### src/rtl/prog_frame_loader.sv
// Framed, checksummed program loader: parses WRITE/END frames from the UART byte stream,
// writes ICCM words and holds the core in reset until a valid END frame closes the session.
module prog_frame_loader #(
    parameter int unsigned ADDR_W         = 12,
    parameter int unsigned MAX_WORDS      = 1024,
    parameter logic [7:0]  SYNC_BYTE      = 8'hA5,
    parameter int unsigned TIMEOUT_CYCLES = 1_000_000
) (
    input  logic              clk_i,
    input  logic              rst_i,
    input  logic              prog_i,
    input  logic              rx_dv_i,
    input  logic [7:0]        rx_byte_i,
    output logic              we_o,
    output logic [ADDR_W-1:0] addr_o,
    output logic [31:0]       wdata_o,
    output logic              prog_rst_no,
    output logic              done_o,
    output logic              err_o,
    output logic [1:0]        err_code_o
);
    localparam int unsigned       CNT_W    = $clog2(TIMEOUT_CYCLES + 1);
    localparam logic [CNT_W-1:0]  CNT_LAST = CNT_W'(TIMEOUT_CYCLES - 1);
    localparam logic [ADDR_W:0]   LIMIT    = (ADDR_W + 1)'(MAX_WORDS);

    typedef enum logic [3:0] {
        S_IDLE, S_SYNC, S_CMD, S_ADDR_HI, S_ADDR_LO, S_LEN, S_DATA, S_CHK, S_DONE, S_ERR
    } state_t;

    state_t            state, nxt;
    logic [1:0]        nxt_code, code;
    logic [7:0]        addr_hi, addr_lo, len, idx, chk;
    logic [1:0]        bcnt;
    logic [23:0]       shreg;
    logic              is_end;
    logic [CNT_W-1:0]  cnt;
    logic [15:0]       addr_full;
    logic [ADDR_W-1:0] base;
    logic [ADDR_W:0]   end_sum;
    logic              upper_set, in_frame, timed_out, word_done;

    always_comb begin
        addr_full = {addr_hi, addr_lo};
        base      = ADDR_W'(addr_full);
        upper_set = (32'(addr_full) >> ADDR_W) != 32'd0;
        end_sum   = {1'b0, base} + (ADDR_W + 1)'(rx_byte_i);
        in_frame  = state inside {S_CMD, S_ADDR_HI, S_ADDR_LO, S_LEN, S_DATA, S_CHK};
        timed_out = in_frame && !rx_dv_i && (cnt == CNT_LAST);
        word_done = (state == S_DATA) && rx_dv_i && prog_i && (bcnt == 2'd3);
    end

    always_ff @(posedge clk_i) begin
        if (rst_i) state <= S_IDLE;
        else       state <= nxt;
    end

    // Session abort (prog_i low) outranks timeout, which outranks byte handling.
    always_comb begin
        nxt      = state;
        nxt_code = 2'd0;
        case (state)
            S_IDLE:        if (prog_i) nxt = S_SYNC;
            S_DONE, S_ERR: if (!prog_i) nxt = S_IDLE;
            default: begin
                if (!prog_i) begin
                    nxt = S_IDLE;
                end else if (timed_out) begin
                    nxt      = S_ERR;
                    nxt_code = 2'd2;
                end else if (rx_dv_i) begin
                    case (state)
                        S_SYNC:    if (rx_byte_i == SYNC_BYTE) nxt = S_CMD;
                        S_CMD: begin
                            if (rx_byte_i == 8'h01)      nxt = S_ADDR_HI;
                            else if (rx_byte_i == 8'h02) nxt = S_CHK;
                            else                         nxt = S_ERR;
                        end
                        S_ADDR_HI: nxt = S_ADDR_LO;
                        S_ADDR_LO: nxt = S_LEN;
                        S_LEN: begin
                            if (rx_byte_i == 8'h00) begin
                                nxt = S_ERR;
                            end else if (upper_set || (end_sum > LIMIT)) begin
                                nxt      = S_ERR;
                                nxt_code = 2'd3;
                            end else begin
                                nxt = S_DATA;
                            end
                        end
                        S_DATA:    if (bcnt == 2'd3 && idx == len - 8'd1) nxt = S_CHK;
                        S_CHK: begin
                            if (rx_byte_i == chk) begin
                                nxt = is_end ? S_DONE : S_SYNC;
                            end else begin
                                nxt      = S_ERR;
                                nxt_code = 2'd1;
                            end
                        end
                        default: ;
                    endcase
                end
            end
        endcase
    end

    always_ff @(posedge clk_i) begin
        if (rst_i) begin
            we_o    <= 1'b0;
            addr_o  <= '0;
            wdata_o <= '0;
            code    <= '0;
            cnt     <= '0;
            addr_hi <= '0;
            addr_lo <= '0;
            len     <= '0;
            idx     <= '0;
            chk     <= '0;
            bcnt    <= '0;
            shreg   <= '0;
            is_end  <= 1'b0;
        end else begin
            we_o <= word_done;
            if (word_done) begin
                addr_o  <= base + ADDR_W'(idx);
                wdata_o <= {rx_byte_i, shreg};
            end
            cnt <= (!in_frame || rx_dv_i) ? '0 : cnt + 1'b1;
            if (nxt == S_ERR && state != S_ERR) code <= nxt_code;
            if (rx_dv_i && prog_i) begin
                case (state)
                    S_CMD: begin
                        chk    <= rx_byte_i;
                        is_end <= (rx_byte_i == 8'h02);
                    end
                    S_ADDR_HI: begin
                        addr_hi <= rx_byte_i;
                        chk     <= chk ^ rx_byte_i;
                    end
                    S_ADDR_LO: begin
                        addr_lo <= rx_byte_i;
                        chk     <= chk ^ rx_byte_i;
                    end
                    S_LEN: begin
                        len  <= rx_byte_i;
                        chk  <= chk ^ rx_byte_i;
                        idx  <= '0;
                        bcnt <= '0;
                    end
                    S_DATA: begin
                        chk   <= chk ^ rx_byte_i;
                        shreg <= {rx_byte_i, shreg[23:8]};
                        bcnt  <= bcnt + 2'd1;
                        if (bcnt == 2'd3) idx <= idx + 8'd1;
                    end
                    default: ;
                endcase
            end
        end
    end

    always_comb begin
        prog_rst_no = (state == S_IDLE) || (state == S_DONE);
        done_o      = (state == S_DONE);
        err_o       = (state == S_ERR);
        err_code_o  = (state == S_ERR) ? code : 2'd0;
    end
endmodule

### config.mk
export PLATFORM = sky130hd
export DESIGN_NAME = prog_frame_loader
export DESIGN_NICKNAME = d
export VERILOG_FILES = /design/src/rtl/prog_frame_loader.sv
export SDC_FILE = /design/constraint.sdc
export NUM_CORES = 1
export LEC_CHECK = 0
export CORE_UTILIZATION = 58
export CTS_BUF_LIST = sky130_fd_sc_hd__clkbuf_16
export DETAILED_ROUTE_END_ITERATION = 7
export GPL_ROUTABILITY_DRIVEN = 0
export PLACE_DENSITY = 0.8
export SLEW_MARGIN = 20
export SYNTH_ARGS = -nofsm -noshare
export SYNTH_HDL_FRONTEND = slang
export SYNTH_SLANG_ARGS = --single-unit
### constraint.sdc
create_clock -name clk_i -period 4.8 [get_ports clk_i]
set_input_delay 0.96 -clock clk_i [delete_from_list [all_inputs] [get_ports clk_i]]
set_output_delay 0.96 -clock clk_i [all_outputs]
set_load 0.02 [all_outputs]
# ---- After elaboration in Yosys (flattened, before gate mapping)
# Cells that the tools add are included.
dict set report word_totals {
  regBits 138
  inputBits 12
  out_inout_bits 50
  word_cells 100
}
dict set report classes {
  add_sub_neg 6
  n_lt_le_gt_ge 1
  n_eq_ne 19
  muxes 28
  bitwise_logic 1
  reduce_logical 31
}
# cell count
set ops {}
lappend ops {{$mux 4} 13}
lappend ops {{$pmux 8 s2} 2}
lappend ops {{$reduce_bool 32->1} 1}
lappend ops {{$pmux 4 s7} 1}
lappend ops {{$add 20x1->20 const B} 1}
lappend ops {{$eq 20x20->1 const B} 1}
lappend ops {{$eq 4x3->1 const B} 4}
lappend ops {{$eq 8x8->1} 2}
lappend ops {{$mux 2} 7}
lappend ops {{$reduce_and 2->1} 7}
lappend ops {{$add 12x8->13} 1}
lappend ops {{$gt 13x11->1 const B} 1}
lappend ops {{$add 12x8->12} 1}
lappend ops {{$eq 4x4->1 const B} 3}
lappend ops {{$add 8x1->8 const B} 1}
lappend ops {{$eq 4x2->1 const B} 2}
lappend ops {{$eq 8x1->1 const B} 1}
lappend ops {{$eq 8x2->1 const B} 1}
lappend ops {{$eq 8x8->1 const B} 1}
lappend ops {{$logic_and 1x1->1} 8}
lappend ops {{$logic_not 8->1} 1}
lappend ops {{$mux 8} 1}
lappend ops {{$pmux 2 s2} 2}
lappend ops {{$pmux 4 s2} 1}
lappend ops {{other kinds (17)} 22}

# ---- Longest topological paths before layout
dict set report logic_depth {
  ltp_word 12
  depth_mapped 12
  depth_no_buf 12
}

# ---- Worst setup path before layout
# OpenSTA, ideal clock, no wires.
dict set report synth_timing {
  kind {input-to-reg}
  from {input rx_byte_i[0]}
  to {register code[1]}
  setup_time_ns 0.091
  arrival_time_ns 3.584
  required_time_ns 4.709
  setup_slack_ns 1.125
  stages 11
  n_path_buf 0
  path_cell_list {ha_1 > fa_1 > a21o_1 > a21oi_1 > xnor2_1 > or4b_1 > a311oi_2 > nand2_2 > a211o_1 > and4b_4 > a311oi_1}
}
dict set report synth_between {
  elab_chain_cells 12
  elab_cells_between_ends 28
  cone_classes {1 x add/sub; 1 x order compare; 5 x eq/ne; 18 x mux; 3 x reduce/logical}
}
# element line_no
set synth_lines {}
lappend synth_lines {{from (decl)} 13} ;# input logic [7:0] rx_byte_i,
lappend synth_lines {{$add 12x8->13} 46} ;# end_sum = {1'b0, base} + (ADDR_W + 1)'(rx_byte_i);
lappend synth_lines {{$gt 13x11->1} 83} ;# end else if (upper_set || (end_sum > LIMIT)) begin
lappend synth_lines {{$logic_or 1x1->1} 83}
lappend synth_lines {{$mux 4} 83}
lappend synth_lines {{$mux 4} 81} ;# if (rx_byte_i == 8'h00) begin
lappend synth_lines {{$pmux 4 s7} 71} ;# case (state)
lappend synth_lines {{$mux 4} 70} ;# end else if (rx_dv_i) begin
lappend synth_lines {{$mux 4} 67} ;# end else if (timed_out) begin
lappend synth_lines {{$mux 4} 65} ;# if (!prog_i) begin
lappend synth_lines {{$pmux 4 s2} 61} ;# case (state)
lappend synth_lines {{$eq 4x4->1} 128} ;# if (nxt == S_ERR && state != S_ERR) code <= nxt_code;
lappend synth_lines {{$logic_and 1x1->1} 128}
lappend synth_lines {{to (signal assigned)} 128}
lappend synth_lines {{to (decl)} 31} ;# logic [1:0] nxt_code, code;
# Parallel ways exist; a longest one is shown, timed or not.
# A chain may end at the register's enable or synchronous reset.

# ---- Worst setup path after layout
# Same ends and word-level chain as after synthesis.

==> impl_metrics.py <==
metrics = {
    "worst_setup_path": {
        "critical_path_class": "primary input to register",
        "rrSetupSlack_ns": 1.42,
        "crit_path_max_fanout": 5,
        "cp.required_ns": 5.13,
        "critPathLaunch": "rx_byte_i[0]",
        "cp_data_arrival_time_ns": 4.31,
        "r2r_start": "addr_lo[0]",
        "start_kind": "primary input",
        "end_kind": "register",
    },
    "global_routing": {
        "grt_util_met1_pct": 36.66,
        "grt_max_degree": 72,
        "busiest_layer": "met2",
        "use_met2_pct": 51.77,
        "antenna_found_initial": 0,
        "track_usage_pct": 30.60,
        "overflow": 0,
        "grt_pass1_wl_mm": 28.43,
        "grt_pass1_vias": 5892,
        "groute.layer.met3.usage_pct": 7.407,
    },
    "power_and_ir_drop": {
        "finalPower_w": 0.002506,
        "p_leak_nw": 2.995,
        "powerDensity_mw_per_mm2": 310.4,
        "ir_drop_v": 0.0002896,
    },
    "floorplan": {
        "die_w_um": 110.3,
        "io_pins": 62,
        "die_area_mm2": 0.01216,
        "die_y_um": 110.3,
        "initial_core_util_pct": 59.53,
        "rows": 39,
        "core_area_mm2": 0.01142,
    },
    "routing": {
        "drt_iter0_markers": 521,
        "routedWlPerCell_um": 16.96,
        "vias_per_cell": 5.994,
        "drc": 0,
        "ant_nets": 0,
        "first_pass_iters": 6,
        "wirelength_mm": 17.86,
        "vias": 6312,
    },
    "logic_synthesis": {
        "ys_async_sr_fraction_pct": 0,
        "syn_area_mm2": 0.006798,
        "yosys_warnings": 0,
        "seq_area_frac_synth_pct": 40.64,
        "syn-num-nets": 885,
        "synth-main-ff-cell": "dfxtp_1",
        "syn_area_per_cell_um2": 7.988,
        "syn_inst": 851,
        "synth-seq-cells": 138,
        "synth_edf_count": 0,
        "yosysUniqueCellTypes": 67,
    },
    "final_layout": {
        "drive_gt1_share_pct": 6.374,
        "diodes": 0,
        "syn2layout_area_growth_pct": 18.77,
        "seq_area_mm2": 0.002763,
        "nets": 931,
        "fill_cells": 905,
        "fin_cells": 1053,
        "multi_input_area_mm2": 0.003782,
        "fin_util_pct": 70.71,
    },
    "cts": {
        "cts_resized": 0,
        "post_cts_buffers": 0,
        "path_clk_slew_ns": 0.06,
        "root_buffer": "clkbuf_16",
        "cts_tree": "done",
        "cts_buffer_depth": 2,
        "cts_buffers": 17,
        "clk_latency_ns": 0.43,
        "cts_hold_buf": 0,
        "clock_sinks": 138,
        "h-tree-depth": 4,
    },
    "sta": {
        "finalSetupViolCount": 0,
        "fin_hold_ws_ns": 0.4558,
        "finalCriticalPeriod_ns": 3.976,
        "period_share_pct": 82.84,
        "totalNegativeSetupSlack_ns": 0,
        "clock-skew-final_ns": 0.008591,
        "slew_viol_final": 0,
        "fmax_ghz": 0.2515,
        "worst_pin_slew_ns": 0.8788,
        "slew_headroom_pct": 41.27,
        "rsz0062_at_grt": "false",
        "hold_viol": 0,
    },
    "place": {
        "io_buffers": 61,
        "dpl.cell_count": 1021,
        "dp_hpwl_mm": 12.12,
    },
    "run_status": {
        "status": "complete, no violations",
    },
    "hold_path": {
        "min-delay-start": "shreg[3]",
        "hold_path.class": "register to register",
    },
    "job": {
        "maxCapViolCount": 0,
    },
}
-- worst max-delay path, stage by stage --
cell and delay [ns]:
clkdlybuf4s50_1 0.43, ha_1 0.24, fa_1 0.44, a21o_1 0.20, a21oi_1 0.21, xnor2_1 0.09, or4b_1 0.52, a311oi_2 0.33
nand2_2 0.15, a211o_1 0.31, and4b_4 0.20, a311oi_1 0.23
-- cells by family (layout without fill, tap and decap cells) --
kind of cell               Yosys count  in the layout  share of synthesized area (%)
xor gates and xnor gates            51             51                          6.571
buffers and inverters               66            125                          3.718
AOI/OAI and AO/OA                  187            187                          16.47
muxes                               26             26                          3.828
and+or+nand+nor                    361            361                          24.50
DFF                                138            138                          40.64
adders and majority gates           22             22                          4.270
-- flip-flops by register name, summed over array words and instances (netlist names), 12 cells and up --
| name | cells |
|---|---|
| wdata_o | 32 |
| shreg | 24 |
| cnt | 20 |
| addr_o | 12 |
-- report_power, final --
| part | internal (W) | switching, W | total, W |
|---|---|---|---|
| Combinational | 0.0000287 | 0.0000583 | 0.0000871 |
| Sequential | 0.00115 | 0.00000167 | 0.00115 |
| Clock | 0.000763 | 0.000508 | 0.00127 |
| Total | 0.00194 | 0.000568 | 0.00251 |
-- cells in the mapped netlist, types with 2 or more instances --
master / number / area share, %
nor4_1: 5 / 0.46
nor2_1: 91 / 5.0
nor3_1: 9 / 0.66
o211ai_1: 8 / 0.88
nand3b_1: 2 / 0.22
nor3b_1: 8 / 0.88
o21ai_0: 42 / 3.1
a31oi_1: 5 / 0.46
a211oi_1: 7 / 0.77
mux2i_1: 26 / 3.8
a21o_1: 4 / 0.44
and2_1: 7 / 0.64
clkbuf_1: 40 / 2.2
o2bb2ai_1: 2 / 0.26
ha_1: 20 / 3.7
o211a_1: 2 / 0.29
a21oi_1: 86 / 6.3
nand3_1: 20 / 1.5
xnor2_1: 25 / 3.2
nor4b_1: 3 / 0.39
nand2_1: 159 / 8.8
inv_1: 20 / 1.1
xor2_1: 26 / 3.3
or4_1: 2 / 0.22
o21a_1: 3 / 0.33
dfxtp_1: 138 / 41
nor2b_1: 7 / 0.64
and3_1: 11 / 1.0
and4_1: 2 / 0.26
or3_1: 7 / 0.64
fa_1: 2 / 0.59
a22oi_1: 9 / 0.99
nand2b_1: 7 / 0.64
buf_1: 5 / 0.28
nand4_1: 9 / 0.83
-- through the flow --
step	setup slack (ns)	area, µm²
3_3_place_gp	0.5228	7497
2_1_floorplan	1.125	6798
6_report	0.8238	8074
3_5_place_dp	0.4269	7497
4_1_cts	0.8614	8074
5_1_grt	0.6568	8074
-- layout by cell type, fill, tap and decap left out, types with 8 or more instances in the layout --
cell type / n
o21ai_0: 42
a22oi_1: 9
clkbuf_16: 17
and3_1: 11
mux2i_1: 26
nor3b_1: 8
dfxtp_1: 138
nor3_1: 9
ha_1: 20
a21oi_1: 86
inv_1: 20
nand4_1: 9
nor2_1: 91
nand2_1: 159
buf_4: 13
xor2_1: 26
clkdlybuf4s50_1: 60
xnor2_1: 25
o211ai_1: 8
nand3_1: 20
-- per-layer routing --
layer  vias up  part of all wire (%)
li1       3022                     -
met1      2952                    41
met2       286                    49
met3        52                   7.3
met4         0                   2.6
met5         -                     0
-- cell type report --
class	count	area share, %
Clock buffer	17	5.269
Clock inverter	15	1.875
Sequential cell	138	34.22
Multi-Input combinational cell	647	46.85
Timing Repair Buffer	73	8.647
Inverter	20	0.9298
Tap cell	143	2.216
-- worst paths after layout --
check               end  depth (start not counted)
max             code[1]                         12
max reg2reg     code[1]                         11
min          wdata_o[3]                          2
min reg2reg  wdata_o[3]                          2
No activity file was read; power rests on OpenSTA's default activity.
